File: config.mk
export PLATFORM = sky130hd
export DESIGN_NAME = unified_mem_arbiter
export DESIGN_NICKNAME = d
export VERILOG_FILES = /design/src/rtl/mem_arb_pkg.sv /design/src/rtl/grant_phase.sv /design/src/rtl/unified_mem_arbiter.sv
export SDC_FILE = /design/constraint.sdc
export NUM_CORES = 1
export LEC_CHECK = 0
export ABC_AREA = 1
export BUFFER_PORTS_ARGS = -buffer_cell sky130_fd_sc_hd__buf_4
export CAP_MARGIN = 20
export CORE_ASPECT_RATIO = 1.1
export CORE_MARGIN = 1
export CORE_UTILIZATION = 41
export CTS_BUF_LIST = sky130_fd_sc_hd__clkbuf_8 sky130_fd_sc_hd__clkbuf_16
export DETAILED_ROUTE_END_ITERATION = 6
export HOLD_SLACK_MARGIN = 0.12
export PLACE_DENSITY_LB_ADDON = 0.25
export SETUP_SLACK_MARGIN = 0.15
export SKIP_LAST_GASP = 1
export SLEW_MARGIN = 30
export SYNTH_ARGS = -nofsm -noshare
export SYNTH_HDL_FRONTEND = slang
export SYNTH_SLANG_ARGS = --single-unit
export TNS_END_PERCENT = 20
File: constraint.sdc
create_clock -name clk -period 2.5 [get_ports clk]
set_input_delay 0.125 -clock clk [delete_from_list [all_inputs] [get_ports clk]]
set_output_delay 0.125 -clock clk [all_outputs]
set_load 0.01 [all_outputs]
File: src/rtl/mem_arb_pkg.sv
// ----------------------------------------------------------------------------
// mem_arb_pkg
// Shared definitions for the unified instruction/data memory arbiter:
//   - default address/data widths
//   - all-ones byte-enable constant used for instruction fetches
//   - arbiter FSM state encoding
// ----------------------------------------------------------------------------
package mem_arb_pkg;

    localparam int ADDR_W_DEF = 32;
    localparam int DATA_W_DEF = 32;
    localparam int BE_W_DEF   = DATA_W_DEF / 8;

    // Fetches always read a full word.
    localparam logic [BE_W_DEF-1:0] BE_ALL = {BE_W_DEF{1'b1}};

    typedef enum logic [1:0] {
        IDLE    = 2'b00,
        GRANT_I = 2'b01,
        GRANT_D = 2'b10
    } arb_state_e;

endpackage

File: src/rtl/grant_phase.sv
// ----------------------------------------------------------------------------
// grant_phase
// Single priority flop for the memory arbiter. After a grant completes it
// remembers who was just served so the other side wins the next contention.
// Ports:
//   clk      - system clock
//   rst      - synchronous active-high reset (phase -> 0, data preferred)
//   done     - a grant completes this cycle
//   served_d - the completing grant belonged to the data side
//   phase    - 0 = data preferred, 1 = fetch preferred
// ----------------------------------------------------------------------------
module grant_phase
    import mem_arb_pkg::*;
(
    input  logic clk,
    input  logic rst,
    input  logic done,
    input  logic served_d,
    output logic phase
);

    logic phase_r;

    // Priority bit: flips preference toward whoever was not just served.
    always_ff @(posedge clk) begin
        if (rst) begin
            phase_r <= 1'b0;
        end else if (done) begin
            phase_r <= served_d;
        end else begin
            phase_r <= phase_r;
        end
    end

    assign phase = phase_r;

endmodule

File: src/rtl/unified_mem_arbiter.sv
// ----------------------------------------------------------------------------
// unified_mem_arbiter
// Shares one single-port memory between the instruction-fetch stage and the
// load/store stage. One requester is granted at a time; under contention the
// grant alternates (data, fetch, data, ...). The memory request is
// registered and held constant until the memory signals mem_ready, after
// which the winner gets a one-cycle valid pulse with its read data.
// Ports:
//   clk, rst                      - clock, synchronous active-high reset
//   if_req/if_addr                - fetch request and address
//   if_rdata/if_valid             - fetched word and completion pulse
//   d_req/d_we/d_be/d_addr/d_wdata- data request (load or store)
//   d_rdata/d_valid               - load data and completion pulse
//   mem_req/mem_we/mem_be/
//   mem_addr/mem_wdata            - registered memory request
//   mem_ready/mem_rdata           - memory completion and read data
//   stall                         - some request is still unserved
//   phase                         - 0 = data preferred, 1 = fetch preferred
// ----------------------------------------------------------------------------
module unified_mem_arbiter
    import mem_arb_pkg::*;
#(
    parameter int ADDR_W = ADDR_W_DEF,
    parameter int DATA_W = DATA_W_DEF
) (
    input  logic                clk,
    input  logic                rst,
    input  logic                if_req,
    input  logic [ADDR_W-1:0]   if_addr,
    output logic [DATA_W-1:0]   if_rdata,
    output logic                if_valid,
    input  logic                d_req,
    input  logic                d_we,
    input  logic [DATA_W/8-1:0] d_be,
    input  logic [ADDR_W-1:0]   d_addr,
    input  logic [DATA_W-1:0]   d_wdata,
    output logic [DATA_W-1:0]   d_rdata,
    output logic                d_valid,
    output logic                mem_req,
    output logic                mem_we,
    output logic [DATA_W/8-1:0] mem_be,
    output logic [ADDR_W-1:0]   mem_addr,
    output logic [DATA_W-1:0]   mem_wdata,
    input  logic                mem_ready,
    input  logic [DATA_W-1:0]   mem_rdata,
    output logic                stall,
    output logic                phase
);

    localparam int BE_W = DATA_W / 8;
    localparam logic [BE_W-1:0] FETCH_BE =
        (BE_W == BE_W_DEF) ? BE_W'(BE_ALL) : {BE_W{1'b1}};

    arb_state_e          state_r;
    arb_state_e          state_next_s;

    logic                mem_req_r;
    logic                mem_we_r;
    logic [BE_W-1:0]     mem_be_r;
    logic [ADDR_W-1:0]   mem_addr_r;
    logic [DATA_W-1:0]   mem_wdata_r;
    logic [DATA_W-1:0]   if_rdata_r;
    logic [DATA_W-1:0]   d_rdata_r;
    logic                if_valid_r;
    logic                d_valid_r;

    logic                fetch_pend_s;
    logic                data_pend_s;
    logic                win_i_s;
    logic                win_d_s;
    logic                load_i_s;
    logic                load_d_s;
    logic                done_i_s;
    logic                done_d_s;
    logic                phase_s;

    // A requester whose valid is pulsing still holds req for this cycle;
    // masking it stops the same request from being issued twice.
    assign fetch_pend_s = if_req & ~if_valid_r;
    assign data_pend_s  = d_req  & ~d_valid_r;

    // Contention is settled by the phase bit; otherwise the lone requester wins.
    assign win_i_s = fetch_pend_s & (~data_pend_s | phase_s);
    assign win_d_s = data_pend_s  & (~fetch_pend_s | ~phase_s);

    // Next-state and grant/completion strobes.
    always_comb begin
        state_next_s = state_r;
        load_i_s     = 1'b0;
        load_d_s     = 1'b0;
        done_i_s     = 1'b0;
        done_d_s     = 1'b0;
        case (state_r)
            IDLE: begin
                if (win_i_s) begin
                    state_next_s = GRANT_I;
                    load_i_s     = 1'b1;
                end else if (win_d_s) begin
                    state_next_s = GRANT_D;
                    load_d_s     = 1'b1;
                end else begin
                    state_next_s = IDLE;
                end
            end
            GRANT_I: begin
                if (mem_ready) begin
                    state_next_s = IDLE;
                    done_i_s     = 1'b1;
                end else begin
                    state_next_s = GRANT_I;
                end
            end
            GRANT_D: begin
                if (mem_ready) begin
                    state_next_s = IDLE;
                    done_d_s     = 1'b1;
                end else begin
                    state_next_s = GRANT_D;
                end
            end
            default: begin
                state_next_s = IDLE;
            end
        endcase
    end

    // FSM state register.
    always_ff @(posedge clk) begin
        if (rst) begin
            state_r <= IDLE;
        end else begin
            state_r <= state_next_s;
        end
    end

    // Memory request registers: loaded on grant, held until completion.
    always_ff @(posedge clk) begin
        if (rst) begin
            mem_req_r   <= 1'b0;
            mem_we_r    <= 1'b0;
            mem_be_r    <= {BE_W{1'b0}};
            mem_addr_r  <= {ADDR_W{1'b0}};
            mem_wdata_r <= {DATA_W{1'b0}};
        end else if (load_i_s) begin
            mem_req_r   <= 1'b1;
            mem_we_r    <= 1'b0;
            mem_be_r    <= FETCH_BE;
            mem_addr_r  <= if_addr;
            mem_wdata_r <= {DATA_W{1'b0}};
        end else if (load_d_s) begin
            mem_req_r   <= 1'b1;
            mem_we_r    <= d_we;
            mem_be_r    <= d_be;
            mem_addr_r  <= d_addr;
            mem_wdata_r <= d_wdata;
        end else if (done_i_s || done_d_s) begin
            mem_req_r   <= 1'b0;
        end else begin
            mem_req_r   <= mem_req_r;
        end
    end

    // Completion pulses and read-data capture; stores leave d_rdata alone.
    always_ff @(posedge clk) begin
        if (rst) begin
            if_valid_r <= 1'b0;
            d_valid_r  <= 1'b0;
            if_rdata_r <= {DATA_W{1'b0}};
            d_rdata_r  <= {DATA_W{1'b0}};
        end else begin
            if_valid_r <= done_i_s;
            d_valid_r  <= done_d_s;
            if (done_i_s) begin
                if_rdata_r <= mem_rdata;
            end
            if (done_d_s && !mem_we_r) begin
                d_rdata_r <= mem_rdata;
            end
        end
    end

    grant_phase u_grant_phase (
        .clk      (clk),
        .rst      (rst),
        .done     (done_i_s | done_d_s),
        .served_d (done_d_s),
        .phase    (phase_s)
    );

    assign mem_req   = mem_req_r;
    assign mem_we    = mem_we_r;
    assign mem_be    = mem_be_r;
    assign mem_addr  = mem_addr_r;
    assign mem_wdata = mem_wdata_r;
    assign if_rdata  = if_rdata_r;
    assign if_valid  = if_valid_r;
    assign d_rdata   = d_rdata_r;
    assign d_valid   = d_valid_r;
    assign phase     = phase_s;

    // Stall is combinational so the pipeline freezes in the request cycle.
    assign stall = (if_req & ~if_valid_r) | (d_req & ~d_valid_r);

endmodule

==> metrics.sh, run 1 <==
LAYOUT_WORST_PATH_CYCLE_SHARE_PCT=81.5
POST_SYNTH_MAIN_AREA_CONTRIBUTORS='sky130_fd_sc_hd__dfxtp_1 (50%), sky130_fd_sc_hd__nand2_1 (12%), sky130_fd_sc_hd__nor2_1 (8.8%)'
TOTALNEGATIVESETUPSLACK_NS=0
SYNTH_TOP_CELL_AREA_SHARE_PCT=49.8
POWER_DENSITY_nW_PER_UM2=673
CTS-ROOT-BUF='sky130_fd_sc_hd__clkbuf_16'
PLACE_WORST_SETUP_SLACK_NS=0.685
SYNTH.AVG_CELL_AREA_UM2=7.30
YOSYS.AREA_SHARE.XOR_XNOR_PCT=0
SETUP_VIOL=0
CTS_TREE='done'
ROUTEDWLPERCELL_UM=14.1
CTS_MAX_LEVEL=4
PLACEMENT.IO_BUFFERS=275
POSTLAYOUTCOREUTIL_PCT=72.9
POST_SYNTH_INSTANCE_AREA_UM2=5590
DETAIL_ROUTE.DRC_VIOLATIONS=0
CTS_SETUP_BUFFERS=0
SYNTH.FF_LATCH_COUNT=139
FIRST_GLOBAL_VIAS=6292
ANTENNA_FOUND_INITIAL=1
ROUTE.MET2.WL_UM=9200
DIE_HEIGHT_UM=124
DP_HPWL_UM=11300
SYNTH-SIMPLE-AREA-SHARE_PCT=29.8
WORST_SETUP_HOLD_PATH_CLK_SLEW_NS=0.06
NUMCLOCKSINKS=139
DRT-TOTAL-WL_UM=18900
VDD_DROP_MAX_V=0.000459
POST_DRT_VIA_CELL_RATIO=4.80
MAXSLEWHEADROOM_PCT=57.0
SYNTH_TOP_FAMILY_BY_AREA='simple AND/OR/NAND/NOR gates'
MET3ROUTEDLENGTH_UM=1610
SYNTH.MUX.AREA_FRACTION_PCT=0
GP_ROUTABILITY_CONGESTION=0.764
SYN_NETS=903
PATH_CELLS='inv_2 -> nand2_2 -> nor2_4 -> nand2_2 -> buf_12 -> nand2_1 -> nand2_1 -> dlygate4sd3_1 -> nor2_1 -> nor2_1'
YOSYS.AREA_SHARE.ADDER_PCT=0
HOLD_CLASS='in -> reg'
DR.FIRST_ITER.DRC_COUNT=492
CORE_BOX_AREA_UM2=13300
GRTUSAGETOTAL_PCT=27.3
CELLLEAKAGEPOWER_nW=4.60
CRIT_PATH_MAX_INCR_DELAY_NS=0.57
RSZ_0062_RAISED_AFTER_GLOBAL_ROUTING='false'
GRT_FIRST_PASS_WIRELENGTH_UM=30500
POSTSYNTHCELLCOUNT=765
LAYOUT_COMMON_CELLS='sky130_fd_sc_hd__buf_4 (282), sky130_fd_sc_hd__nand2_1 (174), sky130_fd_sc_hd__dfxtp_1 (139)'
FINAL_COMMON_CELL='sky130_fd_sc_hd__buf_4'
FINAL_NETS=1287
CTSLONGESTPATHBUFFERS=2
GRT_MAX_DEGREE=73
CRIT_ARRIVAL_NS=2.39
FLOW.AREA_GROWTH_FROM_SYNTHESIS_PCT=73.1
CHIPWIDTH_UM=113
DR_TOTAL_VIAS=6464
SYNTH_LARGEST_AREA_CELL='sky130_fd_sc_hd__dfxtp_1'
WORST-SLEW-PIN-TRANSITION_NS=0.643
YOSYSWARNINGS=0
CP_SLOWEST_CELL='sky130_fd_sc_hd__dlygate4sd3_1'
WORST_SKEW_PAIR.LATE_LATENCY_NS=0.42
CLOCK.FMAX_GHz=0.491
CP_MAX_FO=72
FIN_SKEW_NS=0.0115
STATUS='finished clean'
YOSYSSEQAREASHARE_PCT=49.8
TIMING_HOLD_VIOLATIONS_FINAL=0
SYNTH_COMPOUND_AREA_SHARE_PCT=12.4
CRITPATHLAUNCHTYPE='register'
GLOBALROUTEOVERFLOWTOTAL=0
POST-ROUTE-MIN-PERIOD_NS=2.04
NUMCTSBUFFERS=17
PLACEMENT_ROWS=44
START_UTIL_PCT=42.1
WORST_SLACK_NS=0.463
DRTPASS1ITERATIONS=5
WORSTSETUPENDPOINTTYPE='register'
IO_PINS=276
MAX-CAP-VIOLATIONS=0
DRT-MET1-WL_UM=7430
CTSHOLDBUFFERS=135
YOSYSUNIQUECELLTYPES=22
POST_CTS_RESIZE_COUNT=0
DIE-AREA_UM2=14100
CRIT_TYPE='reg -> reg'
WORSTPATHREQUIRED_NS=2.85
MAXUSEDROUTINGLAYER='met4'
PROPORTION_OF_LAYOUT_CELLS_WITH_A_DRIVE_SUFFIX_ABOVE_1_PCT=28.7
DRT.ANTENNA.VIOLATING_NETS=0
SLEW_VIOLATIONS=0
==> through the flow <==
stage	cell area, um^2	hold WS [ns]	total power (W)	cells
floorplan	5590	0.260	0.00317	765
global placement	7710	0.354	0.00373	1179
detailed placement	7710	0.362	0.00375	1179
CTS	9670	0.120	0.00653	1346
global route	9670	0.155	0.00682	1347
finish	9670	0.130	0.00651	1347
==> Yosys cell counts, drive strengths merged <==
| cell type | number |
|---|---|
| a21oi | 71 |
| a31o | 1 |
| buf | 33 |
| clkbuf | 21 |
| clkinv | 1 |
| dfxtp | 139 |
| inv | 46 |
| nand2 | 179 |
| nand3 | 40 |
| nand3b | 32 |
| nand4 | 1 |
| nor2 | 135 |
| o21ai | 66 |
==> power breakdown <==
| group | switching (W) | leakage (nW) | internal [W] | total [W] |
|---|---|---|---|---|
| clock | 0.000968 | 0.295 | 0.00160 | 0.00257 |
| sequential | 0.0000955 | 1.14 | 0.00240 | 0.00250 |
| combinational | 0.000704 | 3.17 | 0.000745 | 0.00145 |
==> path summary, 6_finish.rpt <==
check	startpoint	to	slack, ns	cells after the start
min reg2reg	if_rdata[30]$_SDFFE_PP0P_	if_rdata[30]$_SDFFE_PP0P_	0.44	2
max reg2reg	state_r[0]$_SDFF_PP0_	mem_addr[2]$_SDFFE_PP0P_	0.46	10
max	state_r[0]$_SDFF_PP0_	mem_addr[2]$_SDFFE_PP0P_	0.46	10
min	if_addr[3]	mem_addr[3]$_SDFFE_PP0P_	0.13	5
==> state kept, by name, indices dropped and copies added, names as in the netlist <==
register             count
d_valid                  1
mem_wdata               32
mem_req                  1
mem_addr                32
d_rdata                 32
u_grant_phase.phase      1
if_rdata                32
state_r                  2
mem_we                   1
mem_be                   4
if_valid                 1
==> critical path: cells and delay by family (launching register included) <==
kind,cells,cell delay (ns)
buffers and inverters,3,0.90
DFF,1,0.43
and+or+nand+nor,7,0.60
==> layer usage <==
metal  vias to the layer above  GRT usage (%)
met3                        51           9.10
met2                       289           46.3
met4                         0           13.3
met1                      2909           30.5
li1                       3215              -
met5                         -              0
==> area by class of cell <==
type / count / area, um^2
Tap cell: 184 / 230
Clock buffer: 18 / 439
Multi-Input combinational cell: 525 / 2360
Timing Repair Buffer: 419 / 3510
Inverter: 47 / 178
Sequential cell: 139 / 2780
Antenna cell: 1 / 2.50
Fill cell: 984 / 3590
Clock inverter: 14 / 170
==> kinds of logic (layout without fill, tap and decap cells) <==
| family | after synthesis | count (layout) |
|---|---|---|
| other | 0 | 1 |
| and+or+nand+nor | 387 | 387 |
| AOI/OAI and AO/OA | 138 | 138 |
| DFF | 139 | 139 |
| buffers and inverters | 101 | 498 |
Power figures use the tool's default switching activity.
==> run 2: changes to the inputs <==
==> constraint.sdc (replaced) <==
create_clock -name clk -period 1.7 [get_ports clk]
set_input_delay 0.085 -clock clk [delete_from_list [all_inputs] [get_ports clk]]
set_output_delay 0.085 -clock clk [all_outputs]
set_load 0.01 [all_outputs]
==> run 2 against run 1 <==
Fmax increased by 38%; global-route usage up 1.2 points; cell count is 0.37% higher; non-clock buffer count is 6 higher; critical path type unchanged.
==> metrics.sh, run 2 (synthesis results as in run 1) <==
PLACEMENT_ROWS=44
PROPORTION_OF_LAYOUT_CELLS_WITH_A_DRIVE_SUFFIX_ABOVE_1_PCT=29.2
POSTLAYOUTCELLAREA_UM2=9830
R2R_SLACK_NS=0.22
PWR-SHARE-CLK_PCT=39.7
DRT.ANTENNA.VIOLATING_NETS=0
WORST_SLACK_NS=0.222
REG2REG_FROM='if_valid$_SDFF_PP0_'
NUM_ANTENNA_CELLS=0
FIRST_GLOBAL_VIAS=6594
DIE-AREA_UM2=14100
DP_HPWL_UM=11100
DR.FIRST_ITER.DRC_COUNT=459
GLOBALROUTEOVERFLOWTOTAL=0
INTERNAL_POWER_W=0.00708
PLACEMENT.IO_BUFFERS=275
WORST-R2R-CELL-COUNT=8
CLOCK.FMAX_GHz=0.677
CTS-ROOT-BUF='sky130_fd_sc_hd__clkbuf_16'
WORSTPATHREQUIRED_NS=2.04
DPL_CELL_AREA_UM2=7790
LAYOUT_COMMON_CELLS='sky130_fd_sc_hd__buf_4 (282), sky130_fd_sc_hd__nand2_1 (174), sky130_fd_sc_hd__dfxtp_1 (138)'
CPLARGESTDELAYFAMILY='simple AND/OR/NAND/NOR gates'
WORST_HOLD_STARTPOINT='if_req'
CRIT_TYPE='reg -> reg'
FINAL_COMMON_CELL='sky130_fd_sc_hd__buf_4'
SETUP_VIOL=0
CRIT_ARRIVAL_NS=1.82
FINAL_NETS=1293
DR_TOTAL_VIAS=6640
SW_POWER_W=0.00260
WORST_SETUP_HOLD_PATH_CLK_SLEW_NS=0.06
ANTENNA_FOUND_INITIAL=0
MIN_TO='mem_be[2]$_SDFFE_PP0P_'
FLOW.AREA_GROWTH_FROM_SYNTHESIS_PCT=75.9
CTS_TREE='done'
HOLD_CLASS='in -> reg'
POWER_DENSITY_nW_PER_UM2=985
WORST_SKEW_PAIR.LATE_LATENCY_NS=0.42
CP_SLOWEST_CELL='sky130_fd_sc_hd__buf_4'
GRT_FIRST_PASS_WIRELENGTH_UM=31700
MAX-CAP-VIOLATIONS=0
POST-ROUTE-MIN-PERIOD_NS=1.48
CELLLEAKAGEPOWER_nW=4.68
CTS_SETUP_BUFFERS=0
CTS_MAX_LEVEL=4
NUMBER_OF_CELLS_TRAVERSED_BY_THE_WORST_HOLD_PATH=6
GP_ROUTABILITY_CONGESTION=0.767
FIN_SKEW_NS=0.00742
FINALPOWER_W=0.00968
LAYOUTNONFILLERINSTCOUNT=1352
WORSTSETUPENDPOINTTYPE='register'
DETAIL_ROUTE.DRC_VIOLATIONS=0
NUMCLOCKSINKS=139
GRTUSAGETOTAL_PCT=28.6
ROUTEDWLPERCELL_UM=15.2
FILLCELLCOUNT=925
REG2REG_TO='mem_addr[21]$_SDFFE_PP0P_'
CRITICAL_PATH_BUF_INV_COUNT=2
TIMING_HOLD_VIOLATIONS_FINAL=0
VDD_DROP_MAX_V=0.000785
CTSLONGESTPATHBUFFERS=2
DRTPASS1ITERATIONS=5
P_SW_SHARE_PCT=26.9
SEQ_POWER_SHARE_PCT=37.9
CHIPWIDTH_UM=113
CRIT_PATH_MAX_INCR_DELAY_NS=0.35
MAXSLEWHEADROOM_PCT=61.4
CRITPATHLAUNCHTYPE='register'
DP.CELLS=1183
DRT-TOTAL-WL_UM=20600
DIE_HEIGHT_UM=124
TOTALNEGATIVESETUPSLACK_NS=0
NUMCTSBUFFERS=17
STATUS='finished clean'
RSZ_0062_RAISED_AFTER_GLOBAL_ROUTING='true'
PLACE_WORST_SETUP_SLACK_NS=0.179
P_COMB_SHARE_PCT=22.4
CP_MAX_FO=32
SLEW_VIOLATIONS=0
START_UTIL_PCT=42.1
PATH_CELLS='inv_1 -> nand2_1 -> nor2_4 -> buf_4 -> nand3_1 -> nand2_1 -> nor2_1 -> nor2_1'
CORE_BOX_AREA_UM2=13300
IO_PINS=276
WORST-SLEW-PIN-TRANSITION_NS=0.578
POST_DRT_VIA_CELL_RATIO=4.91
GRT_MAX_DEGREE=74
LAYOUT_WORST_PATH_CYCLE_SHARE_PCT=86.9
-- run 2: repair_timing --
| action | in CTS | in global routing |
|---|---|---|
| hold buffers | 135 | 0 |
| endpoints found under the hold margin | 139 | 0 |
| gates resized for setup | 0 | 5 |
| setup endpoints to repair | 0 | 89 |
-- run 2: worst max-delay path by stage --
stage / start / endpoint / slack (ns) / cells after the start
3_5_place_dp: state_r[0]$_SDFF_PP0_ / mem_addr[3]$_SDFFE_PP0P_ / 0.18 / 6
3_3_place_gp: state_r[0]$_SDFF_PP0_ / mem_wdata[26]$_SDFFE_PP0P_ / 0.26 / 8
6_report: if_valid$_SDFF_PP0_ / mem_addr[21]$_SDFFE_PP0P_ / 0.22 / 8
4_1_cts: state_r[0]$_SDFF_PP0_ / mem_addr[5]$_SDFFE_PP0P_ / 0.16 / 6
5_1_grt: state_r[1]$_SDFF_PP0_ / d_rdata[12]$_SDFFE_PP0P_ / 0.07 / 7
2_1_floorplan: if_valid$_SDFF_PP0_ / mem_addr[0]$_SDFFE_PP0P_ / 0.40 / 10
-- run 2: cell type report --
class,instances,area [um^2],share of cell area [%]
timing repair buffer,425,3640,37.0
sequential,139,2780,28.3
clock inverter,11,143,1.45
clock buffer,21,480,4.89
multi-input combinational,525,2370,24.1
inverter,47,183,1.86
tap,184,230,2.34
-- run 2: per-layer routing --
layer	share of wire [%]	GRT usage (%)
met2	49	49.9
met1	38	30.0
met4	4.3	16.3
met5	0	0
met3	8.6	9.00
-- run 2: through the flow --
| stage | utilization, % | hold slack, ns |
|---|---|---|
| 4_1_cts | 73.6 | 0.146 |
| 3_3_place_gp | 58.7 | 0.317 |
| 6_report | 74.1 | 0.163 |
| 3_5_place_dp | 58.7 | 0.323 |
| 5_1_grt | 74.1 | 0.218 |
| 2_1_floorplan | - | 0.220 |
-- run 2: tightest hold or removal path, cell delays in order --
cell and delay (ns):
sky130_fd_sc_hd__buf_4 0.09, sky130_fd_sc_hd__nand3_1 0.11, sky130_fd_sc_hd__nand4_1 0.09, sky130_fd_sc_hd__nand3_1 0.07, sky130_fd_sc_hd__nand2_1 0.06, sky130_fd_sc_hd__inv_1 0.03
-- run 2: power groups by stage --
stage               sequential (W)  combinational (W)  clock [W]
finish                     0.00367            0.00217    0.00384
global route               0.00370            0.00234    0.00406
CTS                        0.00366            0.00207    0.00391
detailed placement         0.00373            0.00181          0
global placement           0.00372            0.00180          0
floorplan                  0.00384           0.000822          0
==> run 3: changes to the inputs <==
--- a/config.mk
+++ b/config.mk
@@ -11,9 +11,7 @@
 export CORE_ASPECT_RATIO = 1.1
 export CORE_MARGIN = 1
 export CORE_UTILIZATION = 41
-export CTS_BUF_LIST = sky130_fd_sc_hd__clkbuf_8 sky130_fd_sc_hd__clkbuf_16
 export DETAILED_ROUTE_END_ITERATION = 6
-export HOLD_SLACK_MARGIN = 0.12
 export PLACE_DENSITY_LB_ADDON = 0.25
 export SETUP_SLACK_MARGIN = 0.15
 export SKIP_LAST_GASP = 1
==> run 3 against run 2 <==
Clock skew barely moved; utilization fell by 2.8 points; clock-buffer cell count rose by 1; via count fell by 4.4%; first-iteration DRC count fell by 6.8%; sequential cell count did not move.
==> metrics.sh, run 3 (synthesis results as in run 1) <==
REG2REG_FROM='d_valid$_SDFF_PP0_'
DRTPASS1ITERATIONS=5
CELLLEAKAGEPOWER_nW=4.52
NUMCTSBUFFERS=17
MIN_TO='mem_addr[0]$_SDFFE_PP0P_'
WORST_SETUP_HOLD_PATH_CLK_SLEW_NS=0.06
FIN_SKEW_NS=0.00731
INTERNAL_POWER_W=0.00702
PROPORTION_OF_LAYOUT_CELLS_WITH_A_DRIVE_SUFFIX_ABOVE_1_PCT=30.0
FIRST_GLOBAL_VIAS=6293
CTS-ROOT-BUF='sky130_fd_sc_hd__clkbuf_16'
FINAL_COMMON_CELL='sky130_fd_sc_hd__buf_4'
WORSTSETUPENDPOINTTYPE='register'
VDD_DROP_MAX_V=0.000780
GP_ROUTABILITY_CONGESTION=0.767
WORST_SKEW_PAIR.LATE_LATENCY_NS=0.42
WORST_HOLD_STARTPOINT='d_addr[0]'
CRIT_ARRIVAL_NS=1.82
POWER_DENSITY_nW_PER_UM2=1010
DP_HPWL_UM=11100
DR.FIRST_ITER.DRC_COUNT=428
CORE_BOX_AREA_UM2=13300
HOLD_SLACK_NS=0.00726
DIE-AREA_UM2=14100
WORSTPATHREQUIRED_NS=2.03
CTS_MAX_LEVEL=4
GRT_MAX_DEGREE=74
IO_PINS=276
FLOW.AREA_GROWTH_FROM_SYNTHESIS_PCT=69.3
REG2REG_TO='mem_wdata[26]$_SDFFE_PP0P_'
MAXSLEWHEADROOM_PCT=75.8
GRTUSAGETOTAL_PCT=27.3
GRT_FIRST_PASS_WIRELENGTH_UM=30300
P_COMB_SHARE_PCT=21.5
NUMCLOCKSINKS=139
DR_TOTAL_VIAS=6348
CRIT_PATH_START='d_valid$_SDFF_PP0_'
MAX-CAP-VIOLATIONS=0
CRITPATHLAUNCHTYPE='register'
STATUS='finished clean'
CTS_SETUP_BUFFERS=0
P_SW_SHARE_PCT=26.7
SEQ_POWER_SHARE_PCT=38.3
CLOCK.FMAX_GHz=0.672
SW_POWER_W=0.00255
RSZ_0062_RAISED_AFTER_GLOBAL_ROUTING='true'
START_UTIL_PCT=42.1
TIMING_HOLD_VIOLATIONS_FINAL=0
ANTENNA_FOUND_INITIAL=0
DRT.ANTENNA.VIOLATING_NETS=0
DETAIL_ROUTE.DRC_VIOLATIONS=0
NUMBER_OF_CELLS_TRAVERSED_BY_THE_WORST_HOLD_PATH=5
R2R_SLACK_NS=0.21
LAYOUT_WORST_PATH_CYCLE_SHARE_PCT=87.6
SETUP_VIOL=0
SLEW_VIOLATIONS=0
GLOBALROUTEOVERFLOWTOTAL=0
LAYOUT_COMMON_CELLS='sky130_fd_sc_hd__buf_4 (282), sky130_fd_sc_hd__nand2_1 (174), sky130_fd_sc_hd__dfxtp_1 (138)'
ROUTEDWLPERCELL_UM=14.7
POSTLAYOUTCELLAREA_UM2=9460
DIE_HEIGHT_UM=124
DRT-TOTAL-WL_UM=19300
CTS_TREE='done'
CTSLONGESTPATHBUFFERS=2
NUM_ANTENNA_CELLS=0
PWR-SHARE-CLK_PCT=40.1
PLACEMENT_ROWS=44
FILLCELLCOUNT=1005
POST_DRT_VIA_CELL_RATIO=4.82
CHIPWIDTH_UM=113
DPL_CELL_AREA_UM2=7790
CP_MAX_FO=37
PLACEMENT.IO_BUFFERS=275
POST-ROUTE-MIN-PERIOD_NS=1.49
WORST-SLEW-PIN-TRANSITION_NS=0.363
CRIT_TYPE='reg -> reg'
FINAL_NETS=1258
HOLD_CLASS='in -> reg'
WORST-R2R-CELL-COUNT=7
TOTALNEGATIVESETUPSLACK_NS=0
==> run 3: cell count changes in the layout (fill, tap and decap cells not counted) <==
cell / previous run / this run
sky130_fd_sc_hd__inv_4: 0 / 1
sky130_fd_sc_hd__clkbuf_16: 19 / 18
sky130_fd_sc_hd__nand2_2: 4 / 5
sky130_fd_sc_hd__nand2_4: 1 / 0
sky130_fd_sc_hd__dlygate4sd3_1: 135 / 101
sky130_fd_sc_hd__inv_2: 5 / 4
sky130_fd_sc_hd__inv_1: 41 / 40
sky130_fd_sc_hd__clkbuf_1: 0 / 1
==> run 3: what timing repair did <==
action                                  4_1_cts  5_1_grt
resized for setup                             0        6
hold buffers                                101        0
endpoints found under the setup margin        0       87
hold endpoints to repair                    130        0
==> run 3: how the worst max path moves through the flow <==
| stage | cells past startpoint | to | slack [ns] |
|---|---|---|---|
| after floorplan | 10 | mem_addr[0]$_SDFFE_PP0P_ | 0.40 |
| after global placement | 8 | mem_wdata[26]$_SDFFE_PP0P_ | 0.26 |
| after detailed placement | 6 | mem_addr[3]$_SDFFE_PP0P_ | 0.18 |
| after CTS | 6 | mem_addr[5]$_SDFFE_PP0P_ | 0.16 |
| after global routing | 7 | mem_wdata[26]$_SDFFE_PP0P_ | 0.09 |
| final | 7 | mem_wdata[26]$_SDFFE_PP0P_ | 0.21 |
==> run 3: cell type report <==
type | instances | area, um^2 | share of cell area, %
Tap cell | 184 | 230 | 2.43
Clock inverter | 10 | 139 | 1.47
Timing Repair Buffer | 390 | 3270 | 34.6
Sequential cell | 139 | 2780 | 29.4
Clock buffer | 22 | 484 | 5.12
Inverter | 47 | 185 | 1.96
Multi-Input combinational cell | 525 | 2360 | 25.0
==> run 3: metal layers <==
layer / GRT usage [%] / up-vias / part of all wire [%]
met4: 15.8 / 0 / 4.3
met3: 9.05 / 64 / 8.6
met5: 0 / - / 0
met1: 28.5 / 2851 / 38
met2: 47.6 / 283 / 49
li1: - / 3150 / -
==> run 3: power groups by stage <==
stage,clock network [W],logic [W],registers [W]
floorplan,0,0.000822,0.00384
global placement,0,0.00180,0.00372
detailed placement,0,0.00181,0.00373
CTS,0.00391,0.00201,0.00366
global route,0.00406,0.00225,0.00370
finish,0.00384,0.00206,0.00367
==> run 3: stage by stage <==
| step | setup WS (ns) | power (W) | std cells | utilization (%) |
|---|---|---|---|---|
| after floorplan | 0.398 | 0.00467 | 765 | - |
| after global placement | 0.258 | 0.00552 | 1183 | 58.7 |
| after detailed placement | 0.179 | 0.00554 | 1183 | 58.7 |
| after CTS | 0.163 | 0.00959 | 1316 | 71.0 |
| after global routing | 0.0948 | 0.0100 | 1317 | 71.3 |
| final | 0.211 | 0.00957 | 1317 | 71.3 |
==> run 3: worst max-delay path, stage by stage, from the launching register on <==
cell and delay, ns:
sky130_fd_sc_hd__dfxtp_1 0.34, sky130_fd_sc_hd__nor2_4 0.14, sky130_fd_sc_hd__nand2_2 0.07, sky130_fd_sc_hd__nand2_2 0.16, sky130_fd_sc_hd__buf_12 0.22, sky130_fd_sc_hd__nand2_2 0.09
sky130_fd_sc_hd__buf_12 0.18, sky130_fd_sc_hd__a21oi_1 0.20
